`src/rtl/ext_mem_master_if.sv`:
```
// Host command/response and external memory bus bundle for ext_mem_master.
// The master modport is the bridge's view; slave is the host+memory side.
interface ext_mem_master_if #(
  parameter int ADDR_W = 11,
  parameter int DATA_W = 16
);
  logic              cmd_valid;
  logic              cmd_ready;
  logic              cmd_we;
  logic [ADDR_W-1:0] cmd_addr;
  logic [DATA_W-1:0] cmd_wdata;

  logic              rsp_valid;
  logic              rsp_ready;
  logic [DATA_W-1:0] rsp_rdata;
  logic              rsp_err;

  logic              mem_req;
  logic              mem_we;
  logic [ADDR_W-1:0] mem_addr;
  logic [DATA_W-1:0] mem_wdata;
  logic [DATA_W-1:0] mem_rdata;
  logic              mem_ack;

  modport master (
    input  cmd_valid, cmd_we, cmd_addr, cmd_wdata, rsp_ready, mem_rdata, mem_ack,
    output cmd_ready, rsp_valid, rsp_rdata, rsp_err,
           mem_req, mem_we, mem_addr, mem_wdata
  );

  modport slave (
    output cmd_valid, cmd_we, cmd_addr, cmd_wdata, rsp_ready, mem_rdata, mem_ack,
    input  cmd_ready, rsp_valid, rsp_rdata, rsp_err,
           mem_req, mem_we, mem_addr, mem_wdata
  );
endinterface

```
`src/rtl/ext_mem_master.sv`:
```
// Single-outstanding bridge from a valid/ready host port to a strobe/ack
// external memory, with an ack timeout that turns into an error response.
module ext_mem_master #(
  parameter int ADDR_W  = 11,
  parameter int DATA_W  = 16,
  parameter int TMO_CYC = 255
) (
  input  logic              clk,
  input  logic              rst_n,
  ext_mem_master_if.master  bus
);
  localparam int CNT_W = $clog2(TMO_CYC + 1);
  localparam logic [CNT_W-1:0] TMO = CNT_W'(TMO_CYC);

  typedef enum logic [1:0] {IDLE, REQ, WAIT, RESP} state_t;

  typedef struct packed {
    logic              we;
    logic [ADDR_W-1:0] addr;
    logic [DATA_W-1:0] wdata;
  } mem_cmd_t;

  state_t            state_q, state_d;
  mem_cmd_t          cmd_q, cmd_d;
  logic [CNT_W-1:0]  cnt_q, cnt_d, cnt_inc;
  logic              idle_q, idle_d;
  logic              mem_req_q, mem_req_d;
  logic              rsp_valid_q, rsp_valid_d;
  logic              rsp_err_q, rsp_err_d;
  logic [DATA_W-1:0] rsp_rdata_q, rsp_rdata_d;

  assign cnt_inc = cnt_q + CNT_W'(1);

  always_ff @(posedge clk or negedge rst_n) begin
    if (!rst_n) begin
      state_q     <= IDLE;
      cmd_q       <= '0;
      cnt_q       <= '0;
      idle_q      <= 1'b1;
      mem_req_q   <= 1'b0;
      rsp_valid_q <= 1'b0;
      rsp_err_q   <= 1'b0;
      rsp_rdata_q <= '0;
    end else begin
      state_q     <= state_d;
      cmd_q       <= cmd_d;
      cnt_q       <= cnt_d;
      idle_q      <= idle_d;
      mem_req_q   <= mem_req_d;
      rsp_valid_q <= rsp_valid_d;
      rsp_err_q   <= rsp_err_d;
      rsp_rdata_q <= rsp_rdata_d;
    end
  end

  always_comb begin
    state_d     = state_q;
    cmd_d       = cmd_q;
    cnt_d       = cnt_q;
    idle_d      = idle_q;
    mem_req_d   = mem_req_q;
    rsp_valid_d = rsp_valid_q;
    rsp_err_d   = rsp_err_q;
    rsp_rdata_d = rsp_rdata_q;
    unique case (state_q)
      IDLE: begin
        if (bus.cmd_valid) begin
          state_d   = REQ;
          idle_d    = 1'b0;
          mem_req_d = 1'b1;
          cnt_d     = '0;
          cmd_d     = '{we: bus.cmd_we, addr: bus.cmd_addr, wdata: bus.cmd_wdata};
        end
      end
      REQ, WAIT: begin
        mem_req_d = 1'b0;
        // Ack is checked first so an ack landing on the timeout cycle wins.
        if (bus.mem_ack) begin
          state_d     = RESP;
          rsp_valid_d = 1'b1;
          rsp_err_d   = 1'b0;
          rsp_rdata_d = cmd_q.we ? '0 : bus.mem_rdata;
        end else if (state_q == REQ) begin
          state_d = WAIT;
        end else if (cnt_inc == TMO) begin
          state_d     = RESP;
          cnt_d       = cnt_inc;
          rsp_valid_d = 1'b1;
          rsp_err_d   = 1'b1;
          rsp_rdata_d = '0;
        end else begin
          cnt_d = cnt_inc;
        end
      end
      RESP: begin
        if (bus.rsp_ready) begin
          state_d     = IDLE;
          idle_d      = 1'b1;
          rsp_valid_d = 1'b0;
        end
      end
      default: state_d = IDLE;
    endcase
  end

  // idle_q resets to 1 so cmd_ready is up right after release; the rst_n
  // gate keeps it low while reset is held.
  assign bus.cmd_ready = idle_q & rst_n;
  assign bus.rsp_valid = rsp_valid_q;
  assign bus.rsp_err   = rsp_err_q;
  assign bus.rsp_rdata = rsp_rdata_q;
  assign bus.mem_req   = mem_req_q;
  assign bus.mem_we    = cmd_q.we;
  assign bus.mem_addr  = cmd_q.addr;
  assign bus.mem_wdata = cmd_q.wdata;
endmodule

```
`src/flat_wrapper.sv`:
```
// flat-port wrapper written by rule: the top's interface ports become plain ports
module ext_mem_master_flat 
#(
  parameter int ADDR_W  = 11,
  parameter int DATA_W  = 16,
  parameter int TMO_CYC = 255
)
  (clk, rst_n, bus_cmd_valid, bus_cmd_we, bus_cmd_addr, bus_cmd_wdata, bus_rsp_ready, bus_mem_rdata, bus_mem_ack, bus_cmd_ready, bus_rsp_valid, bus_rsp_rdata, bus_rsp_err, bus_mem_req, bus_mem_we, bus_mem_addr, bus_mem_wdata);
  ext_mem_master_if #(.ADDR_W(ADDR_W), .DATA_W(DATA_W)) bus_i ();
  input  logic clk;
  input  logic rst_n;
  input wire logic [$bits(bus_i.cmd_valid)-1:0] bus_cmd_valid;
  input wire logic [$bits(bus_i.cmd_we)-1:0] bus_cmd_we;
  input wire logic [$bits(bus_i.cmd_addr)-1:0] bus_cmd_addr;
  input wire logic [$bits(bus_i.cmd_wdata)-1:0] bus_cmd_wdata;
  input wire logic [$bits(bus_i.rsp_ready)-1:0] bus_rsp_ready;
  input wire logic [$bits(bus_i.mem_rdata)-1:0] bus_mem_rdata;
  input wire logic [$bits(bus_i.mem_ack)-1:0] bus_mem_ack;
  output wire logic [$bits(bus_i.cmd_ready)-1:0] bus_cmd_ready;
  output wire logic [$bits(bus_i.rsp_valid)-1:0] bus_rsp_valid;
  output wire logic [$bits(bus_i.rsp_rdata)-1:0] bus_rsp_rdata;
  output wire logic [$bits(bus_i.rsp_err)-1:0] bus_rsp_err;
  output wire logic [$bits(bus_i.mem_req)-1:0] bus_mem_req;
  output wire logic [$bits(bus_i.mem_we)-1:0] bus_mem_we;
  output wire logic [$bits(bus_i.mem_addr)-1:0] bus_mem_addr;
  output wire logic [$bits(bus_i.mem_wdata)-1:0] bus_mem_wdata;
  assign bus_i.cmd_valid = bus_cmd_valid;
  assign bus_i.cmd_we = bus_cmd_we;
  assign bus_i.cmd_addr = bus_cmd_addr;
  assign bus_i.cmd_wdata = bus_cmd_wdata;
  assign bus_i.rsp_ready = bus_rsp_ready;
  assign bus_i.mem_rdata = bus_mem_rdata;
  assign bus_i.mem_ack = bus_mem_ack;
  assign bus_cmd_ready = bus_i.cmd_ready;
  assign bus_rsp_valid = bus_i.rsp_valid;
  assign bus_rsp_rdata = bus_i.rsp_rdata;
  assign bus_rsp_err = bus_i.rsp_err;
  assign bus_mem_req = bus_i.mem_req;
  assign bus_mem_we = bus_i.mem_we;
  assign bus_mem_addr = bus_i.mem_addr;
  assign bus_mem_wdata = bus_i.mem_wdata;
  ext_mem_master #(.ADDR_W(ADDR_W), .DATA_W(DATA_W), .TMO_CYC(TMO_CYC)) u_core (.clk(clk), .rst_n(rst_n), .bus(bus_i));
endmodule
```
`config.mk`:
```
export PLATFORM = sky130hd
export DESIGN_NAME = ext_mem_master_flat
export DESIGN_NICKNAME = d
export VERILOG_FILES = /design/src/rtl/ext_mem_master_if.sv /design/src/rtl/ext_mem_master.sv /design/src/flat_wrapper.sv
export SDC_FILE = /design/constraint.sdc
export NUM_CORES = 1
export LEC_CHECK = 0
export ABC_AREA = 1
export ABC_CLOCK_PERIOD_IN_PS = 2280
export CORE_MARGIN = 8
export CORE_UTILIZATION = 46
export CTS_BUF_LIST = sky130_fd_sc_hd__clkbuf_8
export CTS_CLUSTER_DIAMETER = 30
export DETAILED_ROUTE_END_ITERATION = 7
export GPL_ROUTABILITY_DRIVEN = 0
export GPL_TIMING_DRIVEN = 0
export MAX_ROUTING_LAYER = met4
export PLACE_DENSITY = 0.82
export SETUP_SLACK_MARGIN = 0.05
export SLEW_MARGIN = 20
export SYNTH_ARGS = -nofsm -noshare
export SYNTH_HDL_FRONTEND = slang
export SYNTH_SLANG_ARGS = --single-unit
```
`constraint.sdc`:
```
create_clock -name clk -period 2.28 [get_ports clk]
set_input_delay 0.456 -clock clk [delete_from_list [all_inputs] [get_ports clk]]
set_output_delay 0.456 -clock clk [all_outputs]
set_load 0.03 [all_outputs]
```
Word level (Yosys, flattened, before mapping)
Index checks and enable logic that the tools add are counted.
Operators by class
  reductions and logical operators: 13
  mux-type cells: 25
  $add $sub $neg: 1
  equality and inequality tests: 12
  bitwise gates (word level): 1
Operator list (count)
  $mux W16: 4
  $mux W8: 3
  $pmux W8 S2: 1
  $mux W2: 5
  $ne A2 B2 Y1 const B: 5
  $reduce_and A3 Y1: 3
  $add A8 B1 Y8 const B: 1
  $eq A8 B8 Y1 const B: 1
  $mux W1: 8
  $reduce_and A4 Y1: 2
  $reduce_bool A2 Y1: 4
  $pmux W1 S2: 3
  $pmux W2 S3: 1
  $eq A2 B2 Y1 const B: 2
  $ne A4 B2 Y1 const B: 1
  $reduce_and A2 Y1: 2
  $ne A3 B2 Y1 const B: 1
  $ne A3 B3 Y1 const B: 1
  $eq A2 B1 Y1 const B: 1
  $logic_not A2 Y1: 1
  $reduce_or A2 Y1: 1
  $and A1 B1 Y1: 1
Word-level totals
  input port bits: 49
  bits in registers: 58
  output and inout port bits: 48

Depth between registers and ports, before layout
  depth in word-level cells: 6
  mapped depth: 12

Worst setup path before layout
OpenSTA, ideal clock, no wires.
  path kind: register to register
  start point: register u_core.state_q[0]
  end point: register u_core.cnt_q[0]
  period minus slack after synthesis: 1.711 ns
  stages on the path, launching flop included: 10
  buffers on the path: 0
  data arrival time: 1.571 ns
  library setup time: 0.139 ns
  slack: 0.569 ns
  cells stage by stage: dfrtp_1 -> inv_1 -> ha_1 -> inv_1 -> nor2_1 -> inv_1 -> nor2_1 -> inv_1 -> a21oi_1 -> o21ai_0
Between the ends
  word-level cells in the longest chain between the ends: 4
  elaborated cells on any way between the ends: 10
  those cells by class: eq/ne (5); mux (1); reduce/logical (4)
Ends and longest elaborated chain
  start: declaration: RTL line ext_mem_master.sv:23  | state_t state_q, state_d;
  start signal: assignment: RTL line ext_mem_master.sv:45  | state_q <= state_d;
  $eq A2 B2 Y1 or $eq A2 B1 Y1 (tied branches): RTL line ext_mem_master.sv:65, ext_mem_master.sv:83
  $reduce_or A2 Y1: RTL line ext_mem_master.sv:65  | unique case (state_q)
  $ne A2 B2 Y1 (no line) or $reduce_bool A2 Y1 (tied branches)
  $reduce_and A4 Y1 (no line)
  end signal: assignment: RTL line ext_mem_master.sv:47  | cnt_q <= cnt_d;
  end: declaration: RTL line ext_mem_master.sv:25  | logic [CNT_W-1:0] cnt_q, cnt_d, cnt_inc;
Several ways; a longest one is shown, not always the timed one.
A chain may end at the register's enable or synchronous reset.

Worst setup path in the final report
  start point: register u_core.state_q[0]
  end point: register u_core.cnt_q[5]
The elaborated chain is that of the path after synthesis.

==> metrics <==
outcome completed; first-pass GRT wire length 12.2 mm; Critical Path AT 2.19 ns; post-synth top area cell dfrtp_1; cells on worst reg2reg path 10; Req. time, crit path 2.52 ns; Placed Cells 519; maxcap violations 0; hold crit path type primary input to asynchronous set/reset pin; FP Rows 28; Root Buffer clkbuf_8; remaining global-route overflow 0; hold slack 0.104 ns; layout cells sized above 1 6.07%; maximum VDD drop 0.000881 V; CTS tree done; NetSw 2.28 mW; Non-Filler Instances 536; initial antenna violation count 0; chip height 92.9 um; Clock Path Buffers 2; core area 0.00582 mm2; Post-Syn Nets 402; Rel. slew slack 68.6%; Final ANT Viol Nets 0; IO Count 97; Logic pwr share 50.6%; synth top area cells dfrtp_1 52%, nand2_1 20%, inv_1 6.1%, nand3_1 5.0%, nor2_1 3.7%; CTS H-Tree Depth 3; critical path type register to register; actual slew at the worst max-slew pin 0.471 ns; final worst-path setup slack 0.334 ns; Layout area overhead 47.4%; RSZ-0062 raised after global routing false; placed cell area 0.00380 mm2; synth unique cells 24; total power 5.31 mW; clock power share 17.7%; routed vias/inst 4.78; Sink Count 58; Pre-antenna DRT Iters 4; pwr dens 1320 mW/mm2; fraction of synthesized cell area taken by the top area cell type 52.4%; vias in the first global route 2614; Reg power frac 31.7%; YS warnings 0; # Post-CTS Setup Buffers 0; final hold vios 0; Avg Cell Area, Syn 7.84 um2; final core occ 69.0%; n_diodes 0; Die Footprint 0.00863 mm2; synthesis-stage register bit count 58; critical path fanouts, max 5; DR vias 2561; Switching Share 43.0%; Pint 3.03 mW; fin crit share 85.4%; total track usage 18.0%; Chip Width 92.9 um; remaining routing DRC violations 0; Starting Density 46.8%; DP HPWL 5.31 mm; number of nets in the layout 511; cts bufs inserted 9; Min Clock Period, post-route 1.95 ns; final wirelength 7.15 mm; Final Slew Violations 0; crit end category register; Cells after Synth 347; Worst Setup Start Kind register; largest net degree at the start of global routing 51; Skew-Pair Late Insertion Delay 0.33 ns; Seq/Total Area, Yosys 53.4%; flop2flop setup slack 0.33 ns; initial DRC count 110; DR WL/cell 13.3 um; CTS clk-pin slew, worst paths 0.06 ns; Placement Setup Slack 0.0558 ns; fmax 514 MHz; final non-filler cell area 0.00401 mm2; setup TNS 0 ns; leakage power 2.08 nW; Clock Skews 0.00829 ns; Mapped Area 0.00272 mm2; IO buf count 96; Final Setup Violations 0
power by group through the flow:
stage	Clock (mW)	Combinational, mW	Sequential [mW]
floorplan	0	0.994	2.32
global placement	0	2.63	1.68
detailed placement	0	2.69	1.70
CTS	0.959	2.71	1.69
global route	1.00	2.95	1.74
finish	0.939	2.69	1.68
cell usage after synthesis:
cell      instances
buf_2             1
buf_8             1
inv_1            44
or2_2             2
a21oi_1           2
o21bai_1          2
o21ai_0           7
nand4_1           2
ha_1              6
xor2_1            1
o22ai_1           5
nor2_1           27
nand4_4           1
dfrtp_1          57
nand3_1          27
inv_2             2
nor2_2            1
nand2_4           1
nor2_4            1
clkbuf_1          9
dfstp_2           1
nand2_1         145
nand2_2           1
nor3_1            1
placed cells by master (no fill, tap or decap), types with 2 or more instances in the layout:
cell and count:
nand2_1 145, clkdlybuf4s50_1 94, dfrtp_1 57, inv_1 47
nand3_1 27, nor2_1 27, clkbuf_8 11, clkbuf_1 9
o21ai_0 7, ha_1 6, o22ai_1 5, o21bai_1 2
inv_2 2, or2_2 2, nand4_1 2
repair_timing:
action	CTS	global route
hold endpoints to repair	9	0
gates cloned	0	0
gates resized for setup	1	1
hold buffers	1	0
setup endpoints to repair	1	8
critical path, stage by stage (launching register included):
cell and delay [ns]:
dfrtp_1 0.40, inv_1 0.08, ha_1 0.32, inv_1 0.10
nor2_1 0.16, inv_1 0.07, nor2_1 0.08, inv_1 0.06
nor2_1 0.23, inv_1 0.17, o22ai_1 0.19
layout make-up:
type	count	area [um2]
Fill cell	493	1800
Clock buffer	11	151
Timing Repair Buffer	98	995
Sequential cell	58	1450
Buffer	11	53.8
Clock inverter	5	46.3
Tap cell	75	93.8
Multi-Input combinational cell	232	1050
Inverter	46	173
worst paths after layout:
| kind | startpoint | endpoint |
|---|---|---|
| worst max-delay path | u_core.state_q[0] | u_core.cnt_q[5] |
| worst min-delay path | rst_n | u_core.bus.mem_addr[6] |
| worst max register to register | u_core.state_q[0] | u_core.cnt_q[5] |
| worst min register to register | u_core.bus.mem_wdata[14] | u_core.bus.mem_wdata[14] |
| max in group asynchronous | rst_n | u_core.bus.mem_addr[4] |
| min in group clk | u_core.bus.mem_wdata[14] | u_core.bus.mem_wdata[14] |
logic make-up (layout without fill, tap and decap cells):
| kind of cell | count (synthesis) | count (layout) | share of synthesized area, % |
|---|---|---|---|
| XOR/XNOR | 1 | 1 | 0.322 |
| buffers and inverters | 57 | 171 | 8.32 |
| adder cells (fa/ha/maj) | 6 | 6 | 2.76 |
| AO/OA/AOI/OAI | 16 | 16 | 3.36 |
| AND/OR/NAND/NOR | 209 | 209 | 31.9 |
| flip-flops | 58 | 58 | 53.4 |
sequential cells by signal, summed over array words and instances (netlist names):
signal,flops
u_core.cnt_q,8
u_core.bus.mem_req,1
u_core.bus.mem_we,1
u_core.bus.rsp_rdata,16
u_core.bus.mem_wdata,16
u_core.state_q,2
u_core.idle_q,1
u_core.bus.mem_addr,11
u_core.bus.rsp_valid,1
u_core.bus.rsp_err,1
layer usage:
| metal | wire length [um] | GRT usage [%] |
|---|---|---|
| met3 | 545 | 7.12 |
| met2 | 3500 | 28.3 |
| met4 | 148 | 7.11 |
| met5 | 0 | - |
| met1 | 2960 | 19.9 |
No activity file was read; power rests on OpenSTA's default activity.
